[src/rtl/vball_pkg.sv]
// Shared types, defaults and grant-priority helper for the graphics-ROM arbiter.
// No state of its own; pick_winner is purely combinational.
// No flow control here; the arbiter FSM applies the result only in IDLE.
package vball_pkg;

  localparam int VB_AW       = 18;
  localparam int VB_DW       = 16;
  localparam int VB_MAX_WAIT = 15;
  localparam int VB_CNT_W    = 4;

  typedef enum logic [1:0] {
    IDLE = 2'd0,
    BUSY = 2'd1,
    RESP = 2'd2
  } state_t;

  typedef enum logic [1:0] {
    REQ_DL  = 2'd0,
    REQ_BG  = 2'd1,
    REQ_SPR = 2'd2
  } requester_t;

  // Download first, then a starved reader (bg before spr), then the
  // blank-phase preference: active display favours bg, blank favours spr.
  // A stale starved flag is ignored unless the requester is still asking.
  function automatic requester_t pick_winner(
    input logic dl,
    input logic bg,
    input logic spr,
    input logic bg_starved,
    input logic spr_starved,
    input logic hb
  );
    requester_t w;
    if (dl)                       w = REQ_DL;
    else if (bg && bg_starved)    w = REQ_BG;
    else if (spr && spr_starved)  w = REQ_SPR;
    else if (bg && spr)           w = hb ? REQ_SPR : REQ_BG;
    else if (bg)                  w = REQ_BG;
    else                          w = REQ_SPR;
    return w;
  endfunction

endpackage

[src/rtl/vball_starve_cnt.sv]
// Saturating wait counter: how long a requester has been asking without a grant.
// starved is a register decode, so it is valid in the same cycle the count lands.
// Cleared by a grant or by dropping req; holds at threshold until then.
module vball_starve_cnt
  import vball_pkg::*;
(
  input  logic                clk,
  input  logic                reset_n,
  input  logic                req,
  input  logic                grant,
  input  logic [VB_CNT_W-1:0] threshold,
  output logic                starved
);

  logic [VB_CNT_W-1:0] cnt;

  // Count cycles spent asking but not being granted, saturating at threshold.
  always_ff @(posedge clk or negedge reset_n) begin
    if (!reset_n) begin
      cnt <= '0;
    end else if (!req || grant) begin
      cnt <= '0;
    end else if (cnt < threshold) begin
      cnt <= cnt + 1'b1;
    end
  end

  assign starved = (cnt == threshold);

endmodule

[src/rtl/vball_rom_arbiter.sv]
// Shares one graphics-ROM port between download writes, bg reads and sprite reads.
// Latency: grant +1 cycle to mem_req, mem_ack +1 cycle to requester ack, +1 dead cycle.
// Requesters hold req level until their ack; memory holds us in BUSY until mem_ack.
module vball_rom_arbiter
  import vball_pkg::*;
#(
  parameter int AW       = VB_AW,
  parameter int DW       = VB_DW,
  parameter int MAX_WAIT = VB_MAX_WAIT
) (
  input  logic          clk,
  input  logic          reset_n,
  input  logic          hb,
  input  logic          dl_req,
  input  logic [AW-1:0] dl_addr,
  input  logic [DW-1:0] dl_wdata,
  output logic          dl_ack,
  input  logic          bg_req,
  input  logic [AW-1:0] bg_addr,
  output logic          bg_ack,
  output logic [DW-1:0] bg_data,
  input  logic          spr_req,
  input  logic [AW-1:0] spr_addr,
  output logic          spr_ack,
  output logic [DW-1:0] spr_data,
  output logic          mem_req,
  output logic          mem_we,
  output logic [AW-1:0] mem_addr,
  output logic [DW-1:0] mem_wdata,
  input  logic          mem_ack,
  input  logic [DW-1:0] mem_rdata,
  output logic          busy
);

  localparam logic [VB_CNT_W-1:0] THRESH = VB_CNT_W'(MAX_WAIT);

  state_t     state;
  requester_t owner;
  requester_t winner;
  logic       any_req;
  logic       granting;
  logic       grant_bg;
  logic       grant_spr;
  logic       bg_starved;
  logic       spr_starved;

  assign any_req   = dl_req | bg_req | spr_req;
  assign granting  = (state == IDLE) && any_req;
  assign winner    = pick_winner(dl_req, bg_req, spr_req, bg_starved, spr_starved, hb);
  assign grant_bg  = granting && (winner == REQ_BG);
  assign grant_spr = granting && (winner == REQ_SPR);
  assign busy      = (state != IDLE);

  vball_starve_cnt u_bg_cnt (
    .clk       (clk),
    .reset_n   (reset_n),
    .req       (bg_req),
    .grant     (grant_bg),
    .threshold (THRESH),
    .starved   (bg_starved)
  );

  vball_starve_cnt u_spr_cnt (
    .clk       (clk),
    .reset_n   (reset_n),
    .req       (spr_req),
    .grant     (grant_spr),
    .threshold (THRESH),
    .starved   (spr_starved)
  );

  // Access FSM: latch the winner's request at grant, wait for memory, pulse its ack.
  always_ff @(posedge clk or negedge reset_n) begin
    if (!reset_n) begin
      state     <= IDLE;
      owner     <= REQ_DL;
      mem_req   <= 1'b0;
      mem_we    <= 1'b0;
      mem_addr  <= '0;
      mem_wdata <= '0;
      dl_ack    <= 1'b0;
      bg_ack    <= 1'b0;
      spr_ack   <= 1'b0;
      bg_data   <= '0;
      spr_data  <= '0;
    end else begin
      dl_ack  <= 1'b0;
      bg_ack  <= 1'b0;
      spr_ack <= 1'b0;
      case (state)
        IDLE: begin
          if (any_req) begin
            owner     <= winner;
            mem_req   <= 1'b1;
            mem_we    <= (winner == REQ_DL);
            mem_wdata <= (winner == REQ_DL) ? dl_wdata : '0;
            case (winner)
              REQ_DL:  mem_addr <= dl_addr;
              REQ_BG:  mem_addr <= bg_addr;
              default: mem_addr <= spr_addr;
            endcase
            state <= BUSY;
          end
        end
        BUSY: begin
          if (mem_ack) begin
            mem_req <= 1'b0;
            state   <= RESP;
            case (owner)
              REQ_DL: dl_ack <= 1'b1;
              REQ_BG: begin
                bg_ack  <= 1'b1;
                bg_data <= mem_rdata;
              end
              REQ_SPR: begin
                spr_ack  <= 1'b1;
                spr_data <= mem_rdata;
              end
              default: ;
            endcase
          end
        end
        RESP: begin
          // dead cycle lets the served requester drop or advance its req
          state <= IDLE;
        end
        default: state <= IDLE;
      endcase
    end
  end

endmodule

[config.mk]
export PLATFORM = sky130hd
export DESIGN_NAME = vball_rom_arbiter
export DESIGN_NICKNAME = d
export VERILOG_FILES = /design/src/rtl/vball_pkg.sv /design/src/rtl/vball_starve_cnt.sv /design/src/rtl/vball_rom_arbiter.sv
export SDC_FILE = /design/constraint.sdc
export NUM_CORES = 1
export LEC_CHECK = 0
export BUFFER_PORTS_ARGS = -buffer_cell sky130_fd_sc_hd__buf_2
export CORE_MARGIN = 2
export CORE_UTILIZATION = 25
export DETAILED_ROUTE_END_ITERATION = 12
export PLACE_DENSITY_LB_ADDON = 0.2
export SLEW_MARGIN = 15
export SYNTH_ARGS = -nofsm -noshare
export SYNTH_HDL_FRONTEND = slang
export SYNTH_SLANG_ARGS = --single-unit
[constraint.sdc]
create_clock -name clk -period 1.9 [get_ports clk]
set_input_delay 0.19 -clock clk [delete_from_list [all_inputs] [get_ports clk]]
set_output_delay 0.19 -clock clk [all_outputs]
set_load 0.005 [all_outputs]
==> out/results.tsv <==
metric	value	unit
outcome	finished with violations	
failing checks	setup timing	
detailed-route wire length per cell	14.9	um
Cell Pwr Density	1320	nW/um^2
final standard cell area without fillers	5040	um^2
Lkg Pwr	2.75	nW
horizontal die dimension	124	um
max-slew headroom at the worst pin	62.8	%
Yosys Warn Count	0	
hold violation count in the final report	0	
dpl cell area	4640	um^2
Top Ports	165	
number of enable-type register cells in the synthesized netlist	0	
Fill cells	1413	
IO buf count	164	
startpoint of the worst register-to-register path	u_spr_cnt.cnt[0]	
top cell type's share of synthesized area	57.9	%
all-layer global routing usage	12.5	%
Max clock buf depth	2	
antenna violations before repair	0	
setup skew after layout	4.82	ps
flip-flop and latch count after synthesis	83	
Final Cycle Share	101	%
path type of the worst min-delay path	in -> reg	
post-synthesis sequential area ratio	57.9	%
number of nets with antenna violations after detailed routing	0	
syn avg cell area	12.6	um^2
number of search-and-repair iterations in the first detailed-routing pass	4	
Root Buffer	sky130_fd_sc_hd__clkbuf_16	
Arr. time, crit path	2150	ps
clock slew at reported path FFs	60	ps
area of the die	15300	um^2
ys async rst share	100	%
maximum VDD drop	0.444	mV
iteration-0 DRC count of the detailed router	145	
clock latency of the later-clocked register in the worst-skew pair	330	ps
Highest Clock Rate	519	MHz
data required time of the worst path	2120	ps
crit path setup slack, layout	-28.0	ps
number of buffers inserted during clock tree synthesis	9	
initial cell density of the core	25.7	%
synth cell count leaders	83 x sky130_fd_sc_hd__dfrtp_1, 35 x sky130_fd_sc_hd__nand2_1, 33 x sky130_fd_sc_hd__mux2_2	
maximum fanout encountered on the critical timing path	12	
met1 layer usage reported by global route	16.0	%
Most used DFF post-synth	sky130_fd_sc_hd__dfrtp_1	
global-route wire length before repair	14.5	mm
max_cap viols	0	
total gr overflow	0	
Util after Layout	36.2	%
Worst Max-Slew Pin Slew	557	ps
Crit Path Class	reg -> reg	
library cell with the highest instance count after synthesis	sky130_fd_sc_hd__dfrtp_1	
Synth Instances	285	
number of global-route vias before repair	2833	
power consumption	0.00668	W
crit path capture type	flop	
worst setup timing slack at the placement stage	-132	ps
H-Tree Level Count	3	
largest area contributor in the synthesized netlist	sky130_fd_sc_hd__dfrtp_1	
Vias/cell	4.51	
last weighted congestion value of the routability-driven placer	0.755	
routed via count	2919	
Global Route met3 Usage	4.12	%
RSZ-0062 raised after global routing	true	
final-layout setup total negative slack	-225	ps
most utilized layer in the global route result	met2	
Reg-to-Reg End	mem_addr[14]	
DRC violation count after routing	0	
largest stage delay on the critical path	400	ps
met2 Resource Use GR	19.3	%
cell area after synthesis	3590	um^2
detailed placement HPWL	6.95	mm
final slew viol count	0	
Synth area leaders	sky130_fd_sc_hd__dfrtp_1 58%, sky130_fd_sc_hd__mux2_2 10%, sky130_fd_sc_hd__a221o_2 5.3%	
Worst Reg2Reg Path Length in Cells	7	
TritonCTS clock tree	built	
crit path capture	mem_addr[14]	
cell type of the slowest stage on the worst timing path	sky130_fd_sc_hd__dfrtp_1	
pin count of the biggest net entering global routing	45	
count of cell types in the netlist	38	
min Tclk post-route	1930	ps
area of the core region	13900	um^2
Worst setup startpoint	u_spr_cnt.cnt[0]	
diode count	0	
reg2reg setup slack	-30	ps
syn_nets	380	
total number of clock tree sinks	83	
critical path, cell by cell	ha_2 -> and3_4 -> o311ai_4 -> nor3b_4 -> buf_6 -> buf_12 -> a221o_2	
setup violation total in the final timing report	12	
layout cell share with drive strength beyond 1	55.9	%
# nets final	558	
layout overhead on the synthesized area	40.7	%
sequential standard cell area	2080	um^2
Die Y-Extent	124	um
Worst setup SP type	flop	
post-detailed-routing wire length	9.64	mm
row count	43	
area taken by multi-input logic gates	1400	um^2
-- where the power goes --
group / switching [W] / internal, W
combinational: 0.000905 / 0.00122
clock: 0.000716 / 0.00101
sequential: 0.000374 / 0.00246
total: 0.00199 / 0.00469
-- state kept, by name, summed over array words and instances, names as in the netlist --
signal         cells
mem_wdata         16
u_bg_cnt.cnt       4
dl_ack             1
bg_data           16
mem_addr          18
mem_we             1
spr_data          16
owner              2
u_spr_cnt.cnt      4
mem_req            1
bg_ack             1
state              2
spr_ack            1
-- layout by cell type, fill, tap and decap left out, types with 2 or more instances in the layout --
master	netlist	layout
sky130_fd_sc_hd__clkinvlp_4	0	2
sky130_fd_sc_hd__mux2_2	33	33
sky130_fd_sc_hd__nand3_1	19	19
sky130_fd_sc_hd__clkinv_4	0	2
sky130_fd_sc_hd__a211oi_1	2	2
sky130_fd_sc_hd__buf_2	6	163
sky130_fd_sc_hd__mux2i_1	3	3
sky130_fd_sc_hd__nor2_1	7	7
sky130_fd_sc_hd__nor3b_4	2	2
sky130_fd_sc_hd__inv_1	3	3
sky130_fd_sc_hd__clkbuf_16	0	10
sky130_fd_sc_hd__dfrtp_1	83	83
sky130_fd_sc_hd__buf_6	4	2
sky130_fd_sc_hd__a221o_2	17	17
sky130_fd_sc_hd__buf_4	0	13
sky130_fd_sc_hd__a21o_1	19	19
sky130_fd_sc_hd__and3_1	18	18
sky130_fd_sc_hd__buf_12	0	3
sky130_fd_sc_hd__nand2_1	35	35
sky130_fd_sc_hd__nor3_1	6	5
-- layer usage --
metal / vias to the layer above / part of all wire [%]
li1: 1381 / -
met1: 1412 / 45
met2: 112 / 45
met3: 14 / 8.2
met4: 0 / 1.9
met5: - / 0
-- through the flow --
step	hold WS, ps	std cells
after CTS	58.7	641
final	77.5	647
after floorplan	-106	285
after global routing	61.8	647
after detailed placement	227	624
after global placement	228	624
-- area by class of cell --
class | instances | share of cell area, %
clock buffer | 9 | 4.46
clock inverter | 6 | 1.34
inverter | 4 | 0.298
multi-input combinational | 182 | 27.8
sequential | 83 | 41.2
tap | 180 | 4.46
timing repair buffer | 183 | 20.4
-- worst min path at each step --
stage	endpoint	cells past startpoint	from	slack, ps
after floorplan	bg_ack	0	reset_n	-110
after global placement	bg_data[2]	1	reset_n	230
after detailed placement	bg_data[2]	1	reset_n	230
after CTS	mem_addr[5]	2	spr_addr[5]	60
after global routing	mem_addr[4]	2	spr_addr[4]	60
final	mem_addr[5]	2	spr_addr[5]	80
-- timing repair --
item,CTS,global route
setup endpoints to repair,18,23
cloned,0,2
hold endpoints to repair,41,0
hold buffers,1,0
pin swaps,1,8
buffers inserted,1,4
resized for setup,0,3
-- cell families (layout without fill, tap and decap cells) --
kind of cell | after synthesis | count (layout) | share of synthesized area [%]
AO/OA/AOI/OAI | 44 | 44 | 11.5
XOR/XNOR | 2 | 2 | 0.489
adder cells (fa/ha/maj) | 2 | 2 | 0.698
buffers and inverters | 20 | 202 | 3.14
flip-flops | 83 | 83 | 57.9
multiplexers | 36 | 36 | 11.2
AND/OR/NAND/NOR | 98 | 98 | 15.0
-- critical path: cells and delay by family (launching register included) --
kind	cells	cell delay (ps)
compound gates	2	500
flops	1	400
simple gates	2	400
buf+inv	2	290
fa+ha+maj	1	230
(Power assumes the default switching activity.)
